## src/rtl/sync_fifo_param_if.sv

```systemverilog
// Handshake/status bundle for sync_fifo_param; the FIFO attaches through the slave modport.
interface sync_fifo_param_if #(
   parameter int WIDTH = 8,
   parameter int DEPTH = 8
);
   localparam int AW = $clog2(DEPTH);

   logic             wr_en;
   logic [WIDTH-1:0] wr_data;
   logic             rd_en;
   logic [WIDTH-1:0] rd_data;
   logic             rd_valid;
   logic             full;
   logic             empty;
   logic             almost_full;
   logic             almost_empty;
   logic [AW:0]      level;
   logic             overflow;
   logic             underflow;
   logic             clr_err;
   logic [AW:0]      hwm;

   modport master (
      output wr_en, wr_data, rd_en, clr_err,
      input  rd_data, rd_valid, full, empty, almost_full, almost_empty,
             level, overflow, underflow, hwm
   );

   modport slave (
      input  wr_en, wr_data, rd_en, clr_err,
      output rd_data, rd_valid, full, empty, almost_full, almost_empty,
             level, overflow, underflow, hwm
   );
endinterface

```

## src/rtl/sync_fifo_param.sv

```systemverilog
// Single-clock FIFO with registered read data, threshold flags and sticky access errors.
// Optional high-water mark register enabled by defining SYNC_FIFO_HWM_EN.
module sync_fifo_param #(
   parameter int WIDTH     = 8,
   parameter int DEPTH     = 8,
   parameter int AF_THRESH = 6,
   parameter int AE_THRESH = 2
) (
   input  logic             clk,
   input  logic             rst_n,
   sync_fifo_param_if.slave fifo_io
);
   localparam int          AW       = $clog2(DEPTH);
   localparam logic [AW:0] ZERO_LV  = (AW+1)'(0);
   localparam logic [AW:0] ONE_LV   = (AW+1)'(1);
   localparam logic [AW:0] DEPTH_LV = (AW+1)'(DEPTH);
   localparam logic [AW:0] AF_LV    = (AW+1)'(AF_THRESH);
   localparam logic [AW:0] AE_LV    = (AW+1)'(AE_THRESH);
   localparam logic [AW-1:0] PTR_ONE = AW'(1);

   logic [WIDTH-1:0] mem_q [DEPTH];
   logic [AW-1:0]    wr_ptr_q, wr_ptr_d;
   logic [AW-1:0]    rd_ptr_q, rd_ptr_d;
   logic [AW:0]      level_q, level_d;
   logic [WIDTH-1:0] rd_data_q, rd_data_d;
   logic             rd_valid_q, rd_valid_d;
   logic             overflow_q, overflow_d;
   logic             underflow_q, underflow_d;
   logic             empty_s, full_s, rd_acc_s, wr_acc_s;

   // Flags come from the level register only, so they never see input paths.
   always_comb begin
      empty_s  = (level_q == ZERO_LV);
      full_s   = (level_q == DEPTH_LV);
      rd_acc_s = fifo_io.rd_en & ~empty_s;
      wr_acc_s = fifo_io.wr_en & (~full_s | rd_acc_s);
   end

   // Next-state for pointers, level, read port and sticky errors.
   always_comb begin
      wr_ptr_d    = wr_ptr_q;
      rd_ptr_d    = rd_ptr_q;
      level_d     = level_q;
      rd_data_d   = rd_data_q;
      rd_valid_d  = 1'b0;
      overflow_d  = overflow_q;
      underflow_d = underflow_q;

      if (wr_acc_s) begin
         wr_ptr_d = wr_ptr_q + PTR_ONE;
      end else begin
         wr_ptr_d = wr_ptr_q;
      end

      if (rd_acc_s) begin
         rd_ptr_d   = rd_ptr_q + PTR_ONE;
         rd_data_d  = mem_q[rd_ptr_q];
         rd_valid_d = 1'b1;
      end else begin
         rd_ptr_d   = rd_ptr_q;
         rd_valid_d = 1'b0;
      end

      case ({wr_acc_s, rd_acc_s})
         2'b10:   level_d = level_q + ONE_LV;
         2'b01:   level_d = level_q - ONE_LV;
         default: level_d = level_q;
      endcase

      // A fresh rejection in the same cycle as clr_err keeps the bit set.
      if (fifo_io.wr_en & ~wr_acc_s) begin
         overflow_d = 1'b1;
      end else if (fifo_io.clr_err) begin
         overflow_d = 1'b0;
      end else begin
         overflow_d = overflow_q;
      end

      if (fifo_io.rd_en & ~rd_acc_s) begin
         underflow_d = 1'b1;
      end else if (fifo_io.clr_err) begin
         underflow_d = 1'b0;
      end else begin
         underflow_d = underflow_q;
      end
   end

   // Control and read-port state.
   always_ff @(posedge clk or negedge rst_n) begin
      if (!rst_n) begin
         wr_ptr_q    <= {AW{1'b0}};
         rd_ptr_q    <= {AW{1'b0}};
         level_q     <= ZERO_LV;
         rd_data_q   <= {WIDTH{1'b0}};
         rd_valid_q  <= 1'b0;
         overflow_q  <= 1'b0;
         underflow_q <= 1'b0;
      end else begin
         wr_ptr_q    <= wr_ptr_d;
         rd_ptr_q    <= rd_ptr_d;
         level_q     <= level_d;
         rd_data_q   <= rd_data_d;
         rd_valid_q  <= rd_valid_d;
         overflow_q  <= overflow_d;
         underflow_q <= underflow_d;
      end
   end

   // Storage array is deliberately left unreset.
   always_ff @(posedge clk) begin
      if (wr_acc_s) begin
         mem_q[wr_ptr_q] <= fifo_io.wr_data;
      end else begin
         mem_q[wr_ptr_q] <= mem_q[wr_ptr_q];
      end
   end

`ifdef SYNC_FIFO_HWM_EN
   logic [AW:0] hwm_q, hwm_d;

   // Peak tracking uses the post-update level; clr_err restarts from it.
   always_comb begin
      hwm_d = hwm_q;
      if (fifo_io.clr_err) begin
         hwm_d = level_d;
      end else if (level_d > hwm_q) begin
         hwm_d = level_d;
      end else begin
         hwm_d = hwm_q;
      end
   end

   // High-water mark register.
   always_ff @(posedge clk or negedge rst_n) begin
      if (!rst_n) begin
         hwm_q <= ZERO_LV;
      end else begin
         hwm_q <= hwm_d;
      end
   end

   assign fifo_io.hwm = hwm_q;
`else
   assign fifo_io.hwm = ZERO_LV;
`endif

   assign fifo_io.rd_data      = rd_data_q;
   assign fifo_io.rd_valid     = rd_valid_q;
   assign fifo_io.full         = full_s;
   assign fifo_io.empty        = empty_s;
   assign fifo_io.almost_full  = (level_q >= AF_LV);
   assign fifo_io.almost_empty = (level_q <= AE_LV);
   assign fifo_io.level        = level_q;
   assign fifo_io.overflow     = overflow_q;
   assign fifo_io.underflow    = underflow_q;
endmodule
```

## src/flat_wrapper.sv

```systemverilog
// flat-port wrapper written by rule: the top's interface ports become plain ports
module sync_fifo_param_flat 
#(
   parameter int WIDTH     = 8,
   parameter int DEPTH     = 8,
   parameter int AF_THRESH = 6,
   parameter int AE_THRESH = 2
)
  (clk, rst_n, fifo_io_wr_en, fifo_io_wr_data, fifo_io_rd_en, fifo_io_clr_err, fifo_io_rd_data, fifo_io_rd_valid, fifo_io_full, fifo_io_empty, fifo_io_almost_full, fifo_io_almost_empty, fifo_io_level, fifo_io_overflow, fifo_io_underflow, fifo_io_hwm);
  sync_fifo_param_if #(.WIDTH(WIDTH), .DEPTH(DEPTH)) fifo_io_i ();
  input  logic clk;
  input  logic rst_n;
  input wire logic [$bits(fifo_io_i.wr_en)-1:0] fifo_io_wr_en;
  input wire logic [$bits(fifo_io_i.wr_data)-1:0] fifo_io_wr_data;
  input wire logic [$bits(fifo_io_i.rd_en)-1:0] fifo_io_rd_en;
  input wire logic [$bits(fifo_io_i.clr_err)-1:0] fifo_io_clr_err;
  output wire logic [$bits(fifo_io_i.rd_data)-1:0] fifo_io_rd_data;
  output wire logic [$bits(fifo_io_i.rd_valid)-1:0] fifo_io_rd_valid;
  output wire logic [$bits(fifo_io_i.full)-1:0] fifo_io_full;
  output wire logic [$bits(fifo_io_i.empty)-1:0] fifo_io_empty;
  output wire logic [$bits(fifo_io_i.almost_full)-1:0] fifo_io_almost_full;
  output wire logic [$bits(fifo_io_i.almost_empty)-1:0] fifo_io_almost_empty;
  output wire logic [$bits(fifo_io_i.level)-1:0] fifo_io_level;
  output wire logic [$bits(fifo_io_i.overflow)-1:0] fifo_io_overflow;
  output wire logic [$bits(fifo_io_i.underflow)-1:0] fifo_io_underflow;
  output wire logic [$bits(fifo_io_i.hwm)-1:0] fifo_io_hwm;
  assign fifo_io_i.wr_en = fifo_io_wr_en;
  assign fifo_io_i.wr_data = fifo_io_wr_data;
  assign fifo_io_i.rd_en = fifo_io_rd_en;
  assign fifo_io_i.clr_err = fifo_io_clr_err;
  assign fifo_io_rd_data = fifo_io_i.rd_data;
  assign fifo_io_rd_valid = fifo_io_i.rd_valid;
  assign fifo_io_full = fifo_io_i.full;
  assign fifo_io_empty = fifo_io_i.empty;
  assign fifo_io_almost_full = fifo_io_i.almost_full;
  assign fifo_io_almost_empty = fifo_io_i.almost_empty;
  assign fifo_io_level = fifo_io_i.level;
  assign fifo_io_overflow = fifo_io_i.overflow;
  assign fifo_io_underflow = fifo_io_i.underflow;
  assign fifo_io_hwm = fifo_io_i.hwm;
  sync_fifo_param #(.WIDTH(WIDTH), .DEPTH(DEPTH), .AF_THRESH(AF_THRESH), .AE_THRESH(AE_THRESH)) u_core (.clk(clk), .rst_n(rst_n), .fifo_io(fifo_io_i));
endmodule
```

## config.mk

```make
export PLATFORM = sky130hd
export DESIGN_NAME = sync_fifo_param_flat
export DESIGN_NICKNAME = d
export VERILOG_FILES = /design/src/rtl/sync_fifo_param_if.sv /design/src/rtl/sync_fifo_param.sv /design/src/flat_wrapper.sv
export SDC_FILE = /design/constraint.sdc
export NUM_CORES = 1
export LEC_CHECK = 0
export CAP_MARGIN = 20
export CORE_MARGIN = 3
export CORE_UTILIZATION = 45
export DETAILED_ROUTE_END_ITERATION = 12
export PLACE_DENSITY = 0.68
export REMOVE_ABC_BUFFERS = 1
export SYNTH_ARGS = -nofsm -noshare
export SYNTH_HDL_FRONTEND = slang
export SYNTH_SLANG_ARGS = --single-unit
```

## constraint.sdc

```tcl
create_clock -name clk -period 2.6 [get_ports clk]
set_input_delay 0.26 -clock clk [delete_from_list [all_inputs] [get_ports clk]]
set_output_delay 0.26 -clock clk [all_outputs]
set_load 0.03 [all_outputs]
```

==> metrics.md <==
| Metric | Value |
|---|---|
| Status | completed |
| Clk_lat worst skew | 0.34 ns |
| Clock transition at path regs | 0.08 ns |
| Post-synthesis mux area share | ~10% |
| Crit path time final | 2.43 ns |
| Slew Viols, Final | 0 |
| Drt pass-1 iters | 4 |
| Cts bufs inserted | 9 |
| Sink Count | 85 |
| Placer Congestion | between 0.7 and 0.8 |
| Hold Slack | 0.254 ns |
| # Post-CTS Setup Buffers | 0 |
| Max cap viols | 0 |
| Final core occ | 55.5% |
| Final Skew | 0.00943 ns |
| Root buf cell | clkbuf_8 |
| FMAX | 411 MHz |
| CP Class | reg2reg |
| Net Sw Frac | 35.9% |
| Synth-to-layout area growth | 16.7% |
| Post-Synthesis Cells | 226 |
| Peak VDD IR | between 0.5 and 0.6 mV |
| Core ar. | 7410 sq um |
| Power Total | ~0.0045 W |
| Worst hold path class | in2async |
| Comb pwr share | 39.9% |
| P per Cell Area | 1100 nW/um^2 |
| Mapped cell area | between 3000 and 4000 sq um |
| Pleak | 1.50 nW |
| Top-Level Pins | 36 |
| Initial core utilization | 47.5% |
| Vias | around 1900 |
| Number of synthesized register bits | 85 |
| First-pass GRT wire length | 10200 um |
| GRT Util Overall | 16.1% |
| Clock power frac | 17.1% |
| Antenna-violating nets left | 0 |
| Share of post-route cells with drive strength above 1 | 17.1% |
| Async SR Flop Fraction | between 20 and 25% |
| CTS max path bufs | 2 |
| Routed WL | 6500 um |
| Die Ht | 94.5 um |
| Sequential power share | 43.0% |
| Antenna violations before repair | 0 |
| Final worst-path cycle share | 93.6% |
| Max_slew headroom | between 40% and 50% |
| I/O Buffers | 31 |
| Final Hold Violating Endpoints | 0 |
| Row cnt | 31 |
| R2r setup slk | 0.17 ns |
| Resized Gates After CTS | 0 |
| Synth Area in Simple Gates | 6.15% |
| Setup TNS | 0 ns |
| Worst-path fanout max | 8 |
| Post-synthesis sequential area ratio | 69.5% |
| R2R depth | 10 |
| Routed vias/inst | 5.10 |
| Crit Reg-Reg Endpoint | u_core.fifo_io.level[2] |
| Synth Flop Type | edfxtp_1 |
| Grt total ovfl | 0 |
| Worst Path Required | about 2.8 ns |
| Vias in the first global route | ~1900 |
| DRC viols | 0 |
| RSZ-0062 raised after global routing | false |
| XOR/XNOR share of the synthesized area | 2.24% |
| Sw Pwr | 0.00163 W |
| Hpwl dp | 4030 um |
| RR Startpoint | u_core.fifo_io.level[2] |
| Synth Area in Adders | 1.78% |
| Worst-Margin Slew | about 0.9 ns |
| Die area | 8920 sq um |
| Compound-Gate Fraction of Synth Area | 6.47% |
| Diode count | 0 |
| Largest net degree at the start of global routing | 35 |
| Hold_buf cts | 0 |
| WL per Instance | 17.4 um |
| Final setup violation count | 0 |
| CTS tree | yes |
| Width of the die | 94.5 um |
| Crit path DAT | approximately 2.7 ns |
| Netlist cell types | 34 |
| Pint | 0.00291 W |
| Count of warnings emitted by yosys | 0 |
| Avg Inst Size Synth | 15.6 sq um |
| Htree depth | 3 |
| CP Launch Type | flip-flop |
| Drt first-iter violations | 83 |
| Post-synth EDFFs | 64 |
| Nets@finish | 288 |
| Largest family of logic cells by synthesized area | multiplexers |
| CP Capture Type | flip-flop |
-- per-stage QoR --
step	cell area, sq um	instances	worst slack (ns)
2_1_floorplan	3430	216	-0.578
3_3_place_gp	3950	358	0.259
3_5_place_dp	3950	358	0.194
4_1_cts	4110	374	0.174
5_1_grt	4110	374	0.00257
6_report	4110	374	0.167
-- state kept, by name, indices dropped and copies added, names as in the netlist --
signal	count
u_core.fifo_io.level	4
u_core.fifo_io.overflow	1
u_core.fifo_io.rd_data	8
u_core.fifo_io.rd_valid	1
u_core.fifo_io.underflow	1
u_core.mem_q	64
u_core.rd_ptr_q	3
u_core.wr_ptr_q	3
-- power by group through the flow --
stage / registers (W) / clock network (W) / logic (W)
floorplan: 0.00225 / 0 / 0.000880
global placement: 0.00196 / 0 / 0.00180
detailed placement: 0.00198 / 0 / 0.00182
CTS: 0.00195 / 0.000810 / 0.00183
global route: 0.00198 / 0.000869 / 0.00196
finish: 0.00195 / 0.000776 / 0.00181
-- Yosys cell counts, types with 2 or more instances --
library cell	count	area, sq um
edfxtp_1	64	1920
dfrtp_1	21	526
nand2_1	19	71.3
mux2_2	16	180
mux2i_1	16	160
o22ai_1	9	56.3
a221o_1	8	80.1
o21ai_1	8	40.0
buf_4	7	52.6
nand2b_1	6	37.5
xnor2_1	6	52.6
ha_1	5	62.6
nor2_1	5	18.8
buf_6	4	45.0
inv_1	4	15.0
nor3_1	4	20.0
xor2_1	3	26.3
a21oi_1	2	10.0
buf_1	2	7.51
nand2_2	2	12.5
o21ai_0	2	10.0
-- logic make-up (layout without fill, tap and decap cells) --
| kind of cell | Yosys count | in the layout |
|---|---|---|
| buf+inv | 19 | 65 |
| compound gates | 32 | 32 |
| fa+ha+maj | 5 | 5 |
| mux | 33 | 33 |
| xor+xnor | 9 | 9 |
| other cells | 1 | 4 |
| flops | 85 | 85 |
| simple gates | 42 | 42 |
-- how the worst max path moves through the flow --
stage,cells past startpoint,startpoint,slack (ns),to
finish,10,u_core.fifo_io.level[2],0.17,u_core.fifo_io.level[2]
global route,10,u_core.fifo_io.level[2],0.003,u_core.fifo_io.level[2]
CTS,10,u_core.fifo_io.level[2],0.17,u_core.fifo_io.level[2]
detailed placement,10,u_core.fifo_io.level[2],0.19,u_core.fifo_io.level[2]
global placement,10,u_core.fifo_io.level[2],0.26,u_core.fifo_io.level[2]
floorplan,10,u_core.fifo_io.level[0],-0.58,u_core.fifo_io.level[2]
-- layout make-up --
class,instances,area [sq um]
clock inverter,5,27.5
multi-input combinational,125,952
tap,99,124
sequential,85,2450
timing repair buffer,43,400
clock buffer,11,131
fill,607,3300
inverter,6,27.5
-- worst max-delay path, stage by stage (launching register included) --
cell	delay, ns
dfrtp_1	0.48
or4b_4	0.53
o21a_4	0.24
inv_6	0.08
ha_1	0.18
xor2_1	0.07
ha_1	0.18
a21oi_1	0.15
xor2_1	0.18
nor2_1	0.07
xor2_1	0.14
-- layer usage --
metal  global-route usage (%)  up-vias  part of all wire (%)
met1                     21.4      933                    44
met5                        0        -                     0
met2                     25.5       46                    50
met3                     4.30        2                   5.5
met4                     6.13        0                  0.45
li1                         -      927                     -
-- placed cells by master, fill, tap and decap left out, types with 2 or more instances in the layout --
| cell | count |
|---|---|
| nor2_1 | 5 |
| buf_4 | 12 |
| clkinvlp_4 | 2 |
| inv_1 | 4 |
| nand2_2 | 2 |
| nand2b_1 | 6 |
| clkdlybuf4s50_1 | 31 |
| edfxtp_1 | 64 |
| ha_1 | 5 |
| dfrtp_1 | 21 |
| conb_1 | 4 |
| mux2i_1 | 16 |
| nand2_1 | 19 |
| nor3_1 | 4 |
| xnor2_1 | 6 |
| clkbuf_8 | 9 |
| o22ai_1 | 9 |
| o21ai_0 | 2 |
| a221o_1 | 8 |
| o21ai_1 | 8 |
| xor2_1 | 3 |
| clkinv_1 | 2 |
| a21oi_1 | 2 |
| clkbuf_1 | 2 |
| mux2_2 | 16 |
Note: power is estimated with default switching activity, not from simulation.
